[src/rtl/nn_pkg.sv]
// Shared types and arithmetic helpers for the perceptron layer engine.
//   state_t    : controller state encoding
//   acc_width  : accumulator width needed for n_inputs products of dw-bit operands
//   sat_relu   : threshold-gated activation clamped to the unsigned output range
package nn_pkg;

  typedef enum logic [2:0] {
    IDLE,
    LOAD,
    COLLECT,
    COMPUTE,
    ACT,
    OUTPUT
  } state_t;

  localparam int ACC_MAX_W = 64;

  function automatic int acc_width(input int n_inputs, input int dw);
    return 2 * dw + $clog2(n_inputs) + 2;
  endfunction

  // Returns 0 unless acc strictly exceeds th; otherwise acc clamped to [0, 2^dw-1].
  function automatic logic signed [ACC_MAX_W-1:0] sat_relu(
    input logic signed [ACC_MAX_W-1:0] acc,
    input logic signed [ACC_MAX_W-1:0] th,
    input int                          dw
  );
    logic signed [ACC_MAX_W-1:0] max_val;
    max_val = (64'sd1 <<< dw) - 64'sd1;
    if (acc <= th) return '0;
    if (acc < 0) return '0;
    if (acc > max_val) return max_val;
    return acc;
  endfunction

endpackage

[src/rtl/nn_mac_unit.sv]
// One neuron: serial multiply-accumulate plus activation register.
// Ports:
//   clk, rstn            clock / async active-low reset
//   clear                load accumulator with bias (start of a pass)
//   acc_en               acc += zero-ext(x) * signed(w)
//   activate             capture activated value into y
//   bias, th, w          signed parameters for this neuron / current input
//   x                    current unsigned input sample
//   act_value            combinational activation of the current accumulator
//   y                    registered result
module nn_mac_unit
  import nn_pkg::*;
#(
  parameter int DW    = 8,
  parameter int ACC_W = 20
) (
  input  logic                 clk,
  input  logic                 rstn,
  input  logic                 clear,
  input  logic                 acc_en,
  input  logic                 activate,
  input  logic signed [DW-1:0] bias,
  input  logic signed [DW-1:0] th,
  input  logic signed [DW-1:0] w,
  input  logic        [DW-1:0] x,
  output logic        [DW-1:0] act_value,
  output logic        [DW-1:0] y
);

  localparam int PW = 2 * DW + 1;

  logic signed [ACC_W-1:0] acc;
  logic signed [PW-1:0]    prod;

  // x is unsigned: a zero MSB makes it a non-negative signed operand.
  assign prod      = PW'($signed({1'b0, x})) * PW'(w);
  assign act_value = DW'(sat_relu(ACC_MAX_W'(acc), ACC_MAX_W'(th), DW));

  always_ff @(posedge clk or negedge rstn) begin
    if (!rstn) begin
      acc <= '0;
      y   <= '0;
    end else begin
      if (clear) acc <= ACC_W'(bias);
      else if (acc_en) acc <= acc + ACC_W'(prod);
      if (activate) y <= act_value;
    end
  end

endmodule

[src/rtl/nn_layer_engine.sv]
// Time-multiplexed perceptron layer: N_NEURONS neurons x N_INPUTS inputs.
// Parameters and inputs arrive byte-serially over valid/ready; one MAC per
// neuron per cycle; optional recurrent mode re-runs the layer on its own outputs.
// Ports:
//   clk, rstn                          clock / async active-low reset
//   mode                               0 single pass, 1 recurrent (latched on first input)
//   cfg_valid/cfg_ready/cfg_data       parameter stream (signed words)
//   cfg_done                           full parameter set present
//   in_valid/in_ready/in_data          input vector stream (unsigned words)
//   out_valid/out_ready/out_data       result vector, neuron k at [k*DW +: DW]
//   busy                               high in COMPUTE/ACT/OUTPUT
//
// state   | meaning
// IDLE    | waiting; cfg word restarts a load, input word starts a vector
// LOAD    | receiving parameter words
// COLLECT | receiving remaining input words
// COMPUTE | one MAC per neuron per cycle over inputs 0..N_INPUTS-1
// ACT     | activation; loop back for another recurrent pass or present result
// OUTPUT  | result valid, waiting for consumer
module nn_layer_engine
  import nn_pkg::*;
#(
  parameter int N_NEURONS = 4,
  parameter int N_INPUTS  = 4,
  parameter int DW        = 8,
  parameter int PASSES    = 2
) (
  input  logic                    clk,
  input  logic                    rstn,
  input  logic                    mode,
  input  logic                    cfg_valid,
  output logic                    cfg_ready,
  input  logic signed [DW-1:0]    cfg_data,
  output logic                    cfg_done,
  input  logic                    in_valid,
  output logic                    in_ready,
  input  logic [DW-1:0]           in_data,
  output logic                    out_valid,
  input  logic                    out_ready,
  output logic [N_NEURONS*DW-1:0] out_data,
  output logic                    busy
);

  localparam int ACC_W    = acc_width(N_INPUTS, DW);
  localparam bit RECUR_OK = (N_INPUTS == N_NEURONS);
  localparam int NW       = $clog2(N_NEURONS + 1);
  localparam int CW       = $clog2(N_INPUTS + 2);
  localparam int IW       = $clog2(N_INPUTS + 1);
  localparam int PSW      = $clog2(PASSES + 1);

  if (!RECUR_OK) begin : g_no_recur
    $warning("nn_layer_engine: N_INPUTS != N_NEURONS, mode=1 behaves as single pass");
  end

  state_t state, state_nxt;

  logic                 cfg_fire, in_fire, cfg_last, in_last, cmp_last, do_loop;
  logic                 clear, acc_en, activate;
  logic [NW-1:0]        cfg_n;
  logic [CW-1:0]        cfg_w;
  logic [IW-1:0]        idx;
  logic [PSW-1:0]       pass_cnt;
  logic                 mode_r, cfg_done_r;
  logic signed [DW-1:0] w_mem    [N_NEURONS][N_INPUTS];
  logic signed [DW-1:0] bias_mem [N_NEURONS];
  logic signed [DW-1:0] th_mem   [N_NEURONS];
  logic signed [DW-1:0] w_sel    [N_NEURONS];
  logic [DW-1:0]        x_reg    [N_INPUTS];
  logic [DW-1:0]        fb       [N_INPUTS];
  logic [DW-1:0]        x_sel;
  logic [DW-1:0]        act_value[N_NEURONS];
  logic [DW-1:0]        y        [N_NEURONS];

  // Load pointer and idx are both parked at 0 in IDLE, so the same compares
  // serve the first word accepted in IDLE and the following ones.
  assign cfg_last = (cfg_n == NW'(N_NEURONS - 1)) && (cfg_w == CW'(N_INPUTS + 1));
  assign in_last  = (idx == IW'(N_INPUTS - 1));
  assign cmp_last = (idx == IW'(N_INPUTS - 1));
  assign do_loop  = mode_r && (pass_cnt < PSW'(PASSES));
  assign cfg_done = cfg_done_r;

  always_ff @(posedge clk or negedge rstn) begin
    if (!rstn) state <= IDLE;
    else       state <= state_nxt;
  end

  always_comb begin
    state_nxt = state;
    cfg_ready = 1'b0;
    in_ready  = 1'b0;
    out_valid = 1'b0;
    busy      = 1'b0;
    clear     = 1'b0;
    acc_en    = 1'b0;
    activate  = 1'b0;
    case (state)
      IDLE: begin
        cfg_ready = 1'b1;
        in_ready  = cfg_done_r & ~cfg_valid;
        if (cfg_valid) state_nxt = LOAD;
        else if (in_valid && in_ready) begin
          state_nxt = in_last ? COMPUTE : COLLECT;
          clear     = in_last;
        end
      end
      LOAD: begin
        cfg_ready = 1'b1;
        if (cfg_valid && cfg_last) state_nxt = IDLE;
      end
      COLLECT: begin
        in_ready = 1'b1;
        if (in_valid && in_last) begin
          state_nxt = COMPUTE;
          clear     = 1'b1;
        end
      end
      COMPUTE: begin
        busy   = 1'b1;
        acc_en = 1'b1;
        if (cmp_last) state_nxt = ACT;
      end
      ACT: begin
        busy = 1'b1;
        if (do_loop) begin
          state_nxt = COMPUTE;
          clear     = 1'b1;
        end else begin
          state_nxt = OUTPUT;
          activate  = 1'b1;
        end
      end
      OUTPUT: begin
        busy      = 1'b1;
        out_valid = 1'b1;
        if (out_ready) state_nxt = IDLE;
      end
      default: state_nxt = IDLE;
    endcase
    cfg_fire = cfg_valid & cfg_ready;
    in_fire  = in_valid & in_ready;
  end

  always_ff @(posedge clk or negedge rstn) begin
    if (!rstn) begin
      cfg_n      <= '0;
      cfg_w      <= '0;
      idx        <= '0;
      pass_cnt   <= '0;
      mode_r     <= 1'b0;
      cfg_done_r <= 1'b0;
      for (int n = 0; n < N_NEURONS; n++) begin
        bias_mem[n] <= '0;
        th_mem[n]   <= '0;
        for (int i = 0; i < N_INPUTS; i++) w_mem[n][i] <= '0;
      end
      for (int i = 0; i < N_INPUTS; i++) x_reg[i] <= '0;
    end else begin
      if (cfg_fire) begin
        for (int n = 0; n < N_NEURONS; n++) begin
          if (cfg_n == NW'(n)) begin
            for (int i = 0; i < N_INPUTS; i++)
              if (cfg_w == CW'(i)) w_mem[n][i] <= cfg_data;
            if (cfg_w == CW'(N_INPUTS)) bias_mem[n] <= cfg_data;
            if (cfg_w == CW'(N_INPUTS + 1)) th_mem[n] <= cfg_data;
          end
        end
        if (state == IDLE) cfg_done_r <= 1'b0;
        if (cfg_last) begin
          cfg_n      <= '0;
          cfg_w      <= '0;
          cfg_done_r <= 1'b1;
        end else if (cfg_w == CW'(N_INPUTS + 1)) begin
          cfg_w <= '0;
          cfg_n <= cfg_n + 1'b1;
        end else begin
          cfg_w <= cfg_w + 1'b1;
        end
      end

      if (in_fire) begin
        for (int i = 0; i < N_INPUTS; i++)
          if (idx == IW'(i)) x_reg[i] <= in_data;
        idx <= in_last ? '0 : idx + 1'b1;
        if (state == IDLE) mode_r <= mode & RECUR_OK;
        if (in_last) pass_cnt <= PSW'(1);
      end

      if (state == COMPUTE) idx <= cmp_last ? '0 : idx + 1'b1;

      if (state == ACT && do_loop) begin
        pass_cnt <= pass_cnt + 1'b1;
        for (int i = 0; i < N_INPUTS; i++) x_reg[i] <= fb[i];
      end
    end
  end

  always_comb begin
    x_sel = '0;
    for (int n = 0; n < N_NEURONS; n++) w_sel[n] = '0;
    for (int i = 0; i < N_INPUTS; i++) begin
      if (idx == IW'(i)) begin
        x_sel = x_reg[i];
        for (int n = 0; n < N_NEURONS; n++) w_sel[n] = w_mem[n][i];
      end
    end
  end

  // Feedback only exists when the layer is square; otherwise mode is forced to 0.
  for (genvar i = 0; i < N_INPUTS; i++) begin : g_fb
    if (RECUR_OK) begin : g_on
      assign fb[i] = act_value[i];
    end else begin : g_off
      assign fb[i] = '0;
    end
  end

  for (genvar k = 0; k < N_NEURONS; k++) begin : g_mac
    nn_mac_unit #(
      .DW   (DW),
      .ACC_W(ACC_W)
    ) u_mac (
      .clk      (clk),
      .rstn     (rstn),
      .clear    (clear),
      .acc_en   (acc_en),
      .activate (activate),
      .bias     (bias_mem[k]),
      .th       (th_mem[k]),
      .w        (w_sel[k]),
      .x        (x_sel),
      .act_value(act_value[k]),
      .y        (y[k])
    );
    assign out_data[k*DW +: DW] = y[k];
  end

endmodule

[config.mk]
export PLATFORM = sky130hd
export DESIGN_NAME = nn_layer_engine
export DESIGN_NICKNAME = d
export VERILOG_FILES = /design/src/rtl/nn_pkg.sv /design/src/rtl/nn_mac_unit.sv /design/src/rtl/nn_layer_engine.sv
export SDC_FILE = /design/constraint.sdc
export NUM_CORES = 1
export LEC_CHECK = 0
export ABC_CLOCK_PERIOD_IN_PS = 20400
export CORE_MARGIN = 2
export CORE_UTILIZATION = 50
export DETAILED_ROUTE_END_ITERATION = 7
export GPL_ROUTABILITY_DRIVEN = 0
export GPL_TIMING_DRIVEN = 0
export PLACE_DENSITY_LB_ADDON = 0.2
export SYNTH_ARGS = -nofsm -noshare
export SYNTH_HDL_FRONTEND = slang
export SYNTH_HIERARCHICAL = 1
export SYNTH_SLANG_ARGS = --single-unit
[constraint.sdc]
create_clock -name clk -period 20.4 [get_ports clk]
set_clock_uncertainty 0.05 [all_clocks]
set_input_delay 3.06 -clock clk [delete_from_list [all_inputs] [get_ports clk]]
set_output_delay 3.06 -clock clk [all_outputs]
set_load 0.01 [all_outputs]
==> results.json, run 1 <==
{
  "hold_viol_final": 0,
  "synth.avg_cell_area_um2": 9.903,
  "drtIter0Drc": 1449,
  "async_reset_ff_share_pct": 100.0,
  "worst_slew_margin_rel_pct": 5.645,
  "placed_cell_area_um2": 31610,
  "layout_commonest_cell": "dfrtp_1",
  "rows": 89,
  "synth_edf_count": 0,
  "clk_pin_slew_worst_paths_ps": 60,
  "netlist_area_um2": 29580,
  "grt_antenna_before_repair": 1,
  "drt_pass1_iterations": 5,
  "period_share_pct": 41.42,
  "wl_met2_um": 39000,
  "overflow": 0,
  "drc": 0,
  "coreArea_um2": 58800,
  "largest_reg_flops": 128,
  "synth_cell_types": 84,
  "crit_fanout": 10,
  "netlist_instances": 2987,
  "fillers": 5188,
  "hold_buffers": 0,
  "cts_setup_buffers": 0,
  "largestRegisters": "w_mem: 128 flops, g_mac.u_mac/acc: 80 flops",
  "status": "finished clean",
  "die_w_um": 247.2,
  "max_freq_mhz": 118.3,
  "clockBufferDepth": 3,
  "min_path_type": "flip-flop to flip-flop",
  "drt_wl_total_um": 79950,
  "multi_input_area_um2": 19040,
  "cp.required_ps": 20820,
  "ys_warn_count": 6,
  "io_pins": 59,
  "min_period_ps": 8450,
  "numPortBuffers": 58,
  "timing.final.ws_setup_ps": 11950,
  "crit_end": "g_mac[2].u_mac/acc[17]",
  "clock_sinks": 352,
  "crit_path_end_kind": "flip-flop",
  "final_area_um2": 33030,
  "drive_above_1_share_pct": 10.94,
  "dp_slack_ps": 12190,
  "clockRootBuffer": "clkbuf_16",
  "top_register": "w_mem",
  "wl_per_cell_um": 20.40,
  "vias": 22855,
  "highest_layer": "met4",
  "ant_nets": 0,
  "ff2ff_setup_slack_ps": 11950,
  "drv_cap": 0,
  "first_global_vias": 23876,
  "drt-met1-wl_um": 33050,
  "dp_hpwl_um": 61730,
  "cts_made_buffers": 42,
  "cts_tree": "built",
  "seqCellArea_um2": 8808,
  "initial_core_util_pct": 50.31,
  "insertion_delay_ps": 610,
  "synth_seq_cells": 352,
  "rsz0062_at_grt": "false",
  "grt_max_degree": 122,
  "yosysSeqAreaShare_pct": 29.78,
  "r2r_end": "g_mac[2].u_mac/acc[17]",
  "worst_pin_slew_ps": 1401,
  "fin_util_pct": 56.17,
  "cts_resized": 0,
  "grt_pass1_wl_um": 128100,
  "layout_common_cells": "dfrtp_1 (352), inv_1 (350), ha_1 (329), nand2_1 (256), fa_1 (204)",
  "cp.arrival_ps": 8870,
  "htree_levels": 2,
  "crit_type": "flip-flop to flip-flop",
  "wl_met3_um": 4537,
  "maxSlewViolCount": 0,
  "area_delta_synth_final_pct": 11.65,
  "finalSetupViolations": 0,
  "grtUsageTotal_pct": 26.84,
  "r2r_start": "idx[0]",
  "die-area_um2": 61120,
  "worstRegToRegCells": 25,
  "synthFlopType": "dfrtp_1",
  "final_nets": 3667,
  "route.detailed.vias_per_inst": 5.830,
  "critPathLaunch": "idx[0]",
  "min_path_cells": 2,
  "finalSetupTns_ps": 0,
  "syn_nets": 3542,
  "dieHeight_um": 247.2,
  "worstSetupStartpointType": "flip-flop"
}
==> cells by family (layout without fill, tap and decap cells) <==
logic type	Yosys count	count (layout)	synth area share [%]
fa+ha+maj	533	533	27.72
buf+inv	471	629	6.133
flops	352	352	29.78
compound gates	564	564	12.49
other cells	0	2	0
mux	255	255	9.449
simple gates	751	751	12.55
xor+xnor	61	61	1.882
==> metrics by stage <==
step,hold slack [ps],instances
after floorplan,391.3,2987
after global placement,410.3,3818
after detailed placement,416.9,3840
after CTS,431.0,3917
after global routing,450.9,3918
final,425.8,3920
==> metal layers <==
| layer | track usage [%] | up-vias |
|---|---|---|
| li1 | - | 10506 |
| met1 | 33.68 | 11543 |
| met2 | 46.09 | 625 |
| met3 | 4.439 | 181 |
| met4 | 10.71 | 0 |
| met5 | 0 | - |
==> cells in the mapped netlist (8+ instances only) <==
cell | number | area, um^2
nand2_1 | 256 | 960.9
mux2i_1 | 61 | 610.6
dfrtp_1 | 352 | 8808
o21ai_0 | 187 | 935.9
ha_1 | 329 | 4116
o32ai_1 | 18 | 157.7
and2_1 | 114 | 713.2
nor2_1 | 148 | 555.5
xor2_1 | 19 | 166.4
o31ai_1 | 12 | 90.09
nand2b_1 | 22 | 137.6
a21oi_1 | 126 | 630.6
inv_1 | 350 | 1314
o211ai_1 | 12 | 90.09
o221ai_1 | 8 | 70.07
nor3_1 | 68 | 340.3
nand3_1 | 22 | 110.1
mux2_2 | 187 | 2106
a31oi_1 | 8 | 50.05
nand4_1 | 10 | 62.56
xnor2_1 | 39 | 341.6
a221oi_1 | 41 | 359.1
nor4_1 | 8 | 50.05
nand3b_1 | 13 | 97.59
o21a_1 | 19 | 142.6
fa_1 | 204 | 4084
or3_1 | 15 | 93.84
a211oi_1 | 41 | 307.8
buf_1 | 8 | 30.03
nor2b_1 | 28 | 175.2
clkbuf_1 | 103 | 386.6
a21o_1 | 34 | 255.2
and3_1 | 11 | 68.82
==> worst min path at each step <==
stage,startpoint,slack [ps],end
detailed placement,pass_cnt[1],420,pass_cnt[1]
finish,pass_cnt[1],430,pass_cnt[1]
CTS,bias_mem[14],430,g_mac[2].u_mac/acc[6]
global route,w_mem[40],450,w_mem[40]
global placement,bias_mem[2],410,g_mac[3].u_mac/acc[2]
floorplan,pass_cnt[1],390,pass_cnt[1]
==> layout make-up <==
| class | count | area share (%) |
|---|---|---|
| Clock buffer | 52 | 3.357 |
| Antenna cell | 2 | 0.01515 |
| Multi-Input combinational cell | 2164 | 57.66 |
| Tap cell | 773 | 2.928 |
| Inverter | 350 | 3.978 |
| Buffer | 121 | 1.515 |
| Sequential cell | 352 | 26.67 |
| Timing Repair Buffer | 81 | 2.985 |
| Clock inverter | 25 | 0.8865 |
==> critical path, stage by stage, from the launching register on <==
cell and delay (ps):
dfrtp_1 410, inv_1 130, ha_1 170, nor2b_1 190
nor2b_1 470, clkbuf_1 430, a221oi_1 180, o21ai_0 1110
clkbuf_1 400, nand2_1 140, fa_1 520, inv_1 50
fa_1 500, inv_1 60, fa_1 540, inv_1 60
fa_1 440, ha_1 310, ha_1 370, o21ai_0 330
o21bai_1 100, a21oi_1 340, o21ai_0 270, a311oi_1 370
xor2_1 260, a211oi_1 110
Power of run 1 is not shown: default switching activity piles up to over one toggle a cycle in this logic, so the estimate is an artifact.
==> inputs of run 2 (changes only) <==
--- a/config.mk
+++ b/config.mk
@@ -5,7 +5,7 @@
 export SDC_FILE = /design/constraint.sdc
 export NUM_CORES = 1
 export LEC_CHECK = 0
-export ABC_CLOCK_PERIOD_IN_PS = 20400
+export ABC_CLOCK_PERIOD_IN_PS = 7950
 export CORE_MARGIN = 2
 export CORE_UTILIZATION = 50
 export DETAILED_ROUTE_END_ITERATION = 7
==> constraint.sdc (replaced) <==
create_clock -name clk -period 7.95 [get_ports clk]
set_clock_uncertainty 0.05 [all_clocks]
set_input_delay 1.1925 -clock clk [delete_from_list [all_inputs] [get_ports clk]]
set_output_delay 1.1925 -clock clk [all_outputs]
set_load 0.01 [all_outputs]
==> run 2 against run 1 <==
Against the previous run:
- non-clock buffer count is the same
- via count is essentially flat
- die area is the same
- setup slack lost 12000 ps
- final cell count is essentially flat
- global-route usage is essentially flat
- register-to-register slack lost 12000 ps
- critical endpoint is now g_mac[1].u_mac/acc[17]
==> results.json, run 2 (synthesis gave the netlist of run 1 again) <==
{
  "clockRootBuffer": "clkbuf_16",
  "critPathLaunch": "idx[0]",
  "crit_fanout": 10,
  "htree_levels": 2,
  "hold_buffers": 0,
  "dieHeight_um": 247.2,
  "worst_slew_margin_rel_pct": 23.11,
  "coreArea_um2": 58800,
  "grt_pass1_wl_um": 128100,
  "min_path_type": "flip-flop to flip-flop",
  "rsz0062_at_grt": "false",
  "n_antenna_cell": 0,
  "ant_nets": 0,
  "crit_end": "g_mac[1].u_mac/acc[17]",
  "numPortBuffers": 58,
  "path_cells": "inv_1 > ha_1 > nor2b_1 > nor2b_2 > clkbuf_1 > a221oi_1 > o21ai_0 > nand2_1 > fa_1 > fa_1 > inv_1 > fa_1 > fa_1 > fa_1 > ha_1 > nand2_1 > or3b_2 > and3_1 > o21ai_0 > a21oi_1 > o211a_1",
  "hold_viol_final": 0,
  "cp.depth": 21,
  "seqCellArea_um2": 8808,
  "worst_pin_slew_ps": 1153,
  "period_share_pct": 96.82,
  "wl_per_cell_um": 20.41,
  "insertion_delay_ps": 610,
  "multi_input_area_um2": 19060,
  "drive_above_1_share_pct": 11.16,
  "max_freq_mhz": 129.9,
  "drt_wl_total_um": 79950,
  "grtUsageTotal_pct": 26.83,
  "path_delay_family": "adder cells",
  "die-area_um2": 61120,
  "r2r_start": "idx[0]",
  "slowest_stage": "o21ai_0",
  "clockBufferDepth": 3,
  "timing.critical_path.mode_cell": "fa_1",
  "crit_type": "flip-flop to flip-flop",
  "clk_pin_slew_worst_paths_ps": 60,
  "final_nets": 3667,
  "drt_pass1_iterations": 5,
  "die_w_um": 247.2,
  "largest_reg_flops": 128,
  "io_pins": 59,
  "fin_util_pct": 56.22,
  "crit_path_end_kind": "flip-flop",
  "cts_made_buffers": 42,
  "overflow": 0,
  "grt_max_degree": 122,
  "min_period_ps": 7697,
  "finalSetupViolations": 0,
  "area_delta_synth_final_pct": 11.74,
  "route.detailed.vias_per_inst": 5.836,
  "status": "finished clean",
  "dp_hpwl_um": 61730,
  "vias": 22866,
  "drv_cap": 0,
  "rows": 89,
  "cts_tree": "built",
  "critical_path_buf_inv_count": 3,
  "layout_commonest_cell": "dfrtp_1",
  "first_global_vias": 23857,
  "ff2ff_setup_slack_ps": 250,
  "top_register": "w_mem",
  "grt_antenna_before_repair": 1,
  "initial_core_util_pct": 50.31,
  "largestRegisters": "w_mem: 128 flops, g_mac.u_mac/acc: 80 flops",
  "r2r_end": "g_mac[1].u_mac/acc[17]",
  "clock_sinks": 352,
  "cp.arrival_ps": 8120,
  "fillers": 5182,
  "drtIter0Drc": 1416,
  "maxSlewViolCount": 0,
  "worstRegToRegCells": 21,
  "max_stage_delay_ps": 900,
  "cp.required_ps": 8370,
  "worstSetupStartpointType": "flip-flop",
  "drc": 0,
  "layout_common_cells": "dfrtp_1 (352), inv_1 (350), ha_1 (329), nand2_1 (256), fa_1 (204)"
}
run 2: cell types whose count changed in the layout (fill, tap and decap cells not counted), moves of 2 or more:
cell,change
o21ai_0,-9
o21ai_1,+5
o21ai_2,+4
clkbuf_1,-2
clkbuf_2,+2
diode_2,-2
run 2: layout make-up:
type	count	area share [%]
Clock buffer	52	3.354
Inverter	350	3.975
Buffer	121	1.522
Timing Repair Buffer	81	3.021
Multi-Input combinational cell	2164	57.67
Tap cell	773	2.926
Clock inverter	25	0.8858
Sequential cell	352	26.65
run 2: repair_timing:
action,4_1_cts,5_1_grt
pin swaps,0,1
setup buffers,0,1
resized for setup,4,15
endpoints found under the setup margin,14,20
run 2: metrics by stage:
stage               hold WS, ps  std cells  setup TNS [ps]  cell area (um^2)  setup slack [ps]
floorplan                 391.3       2987               0             29580             468.8
global placement          410.3       3818        -3464480             31130             -9472
detailed placement        416.9       3840          -985.7             31610            -255.2
CTS                       431.0       3917               0             33010             21.84
global route              450.9       3918               0             33050             14.69
finish                    425.8       3918               0             33050             252.6
run 2: worst register-to-register path: stages, from the launching register on:
cell	delay [ps]
dfrtp_1	410
inv_1	130
ha_1	170
nor2b_1	200
nor2b_2	350
clkbuf_1	470
a221oi_1	180
o21ai_0	900
nand2_1	180
fa_1	530
fa_1	550
inv_1	60
fa_1	500
fa_1	580
fa_1	440
ha_1	350
nand2_1	100
or3b_2	500
and3_1	210
o21ai_0	330
a21oi_1	140
o211a_1	240
run 2: how the worst min path moves through the flow:
stage,from,end,cells after the start
3_3_place_gp,bias_mem[2],g_mac[3].u_mac/acc[2],2
5_1_grt,w_mem[40],w_mem[40],1
2_1_floorplan,pass_cnt[1],pass_cnt[1],2
4_1_cts,bias_mem[14],g_mac[2].u_mac/acc[6],2
3_5_place_dp,pass_cnt[1],pass_cnt[1],2
6_report,pass_cnt[1],pass_cnt[1],2
run 2: layer usage:
metal,vias to the layer above,share of wire (%),global-route usage [%]
met4,0,4.1,10.71
met3,190,6.1,4.428
met1,11493,41,33.66
li1,10500,-,-
met5,-,0,0
met2,683,49,46.10
Power of run 2 is left out for the same reason.
==> inputs of run 3 (changes only) <==
--- a/config.mk
+++ b/config.mk
@@ -5,7 +5,7 @@
 export SDC_FILE = /design/constraint.sdc
 export NUM_CORES = 1
 export LEC_CHECK = 0
-export ABC_CLOCK_PERIOD_IN_PS = 7950
+export ABC_CLOCK_PERIOD_IN_PS = 9900
 export CORE_MARGIN = 2
 export CORE_UTILIZATION = 50
 export DETAILED_ROUTE_END_ITERATION = 7
==> constraint.sdc (replaced) <==
create_clock -name clk -period 9.9 [get_ports clk]
set_clock_uncertainty 0.05 [all_clocks]
set_input_delay 0.99 -clock clk [delete_from_list [all_inputs] [get_ports clk]]
set_output_delay 0.99 -clock clk [all_outputs]
set_load 0.01 [all_outputs]
==> results of run 3 <==
The final DEF is identical to that of run 1. Status: finished clean.
Main changes from that run: setup slack after placement 12190 ps -> 1695 ps; setup slack after layout 11950 ps -> 1450 ps; hold slack 425.8 ps -> 381.5 ps; register-to-register setup slack 11950 ps -> 1450 ps
Power of run 3 is left out for the same reason.
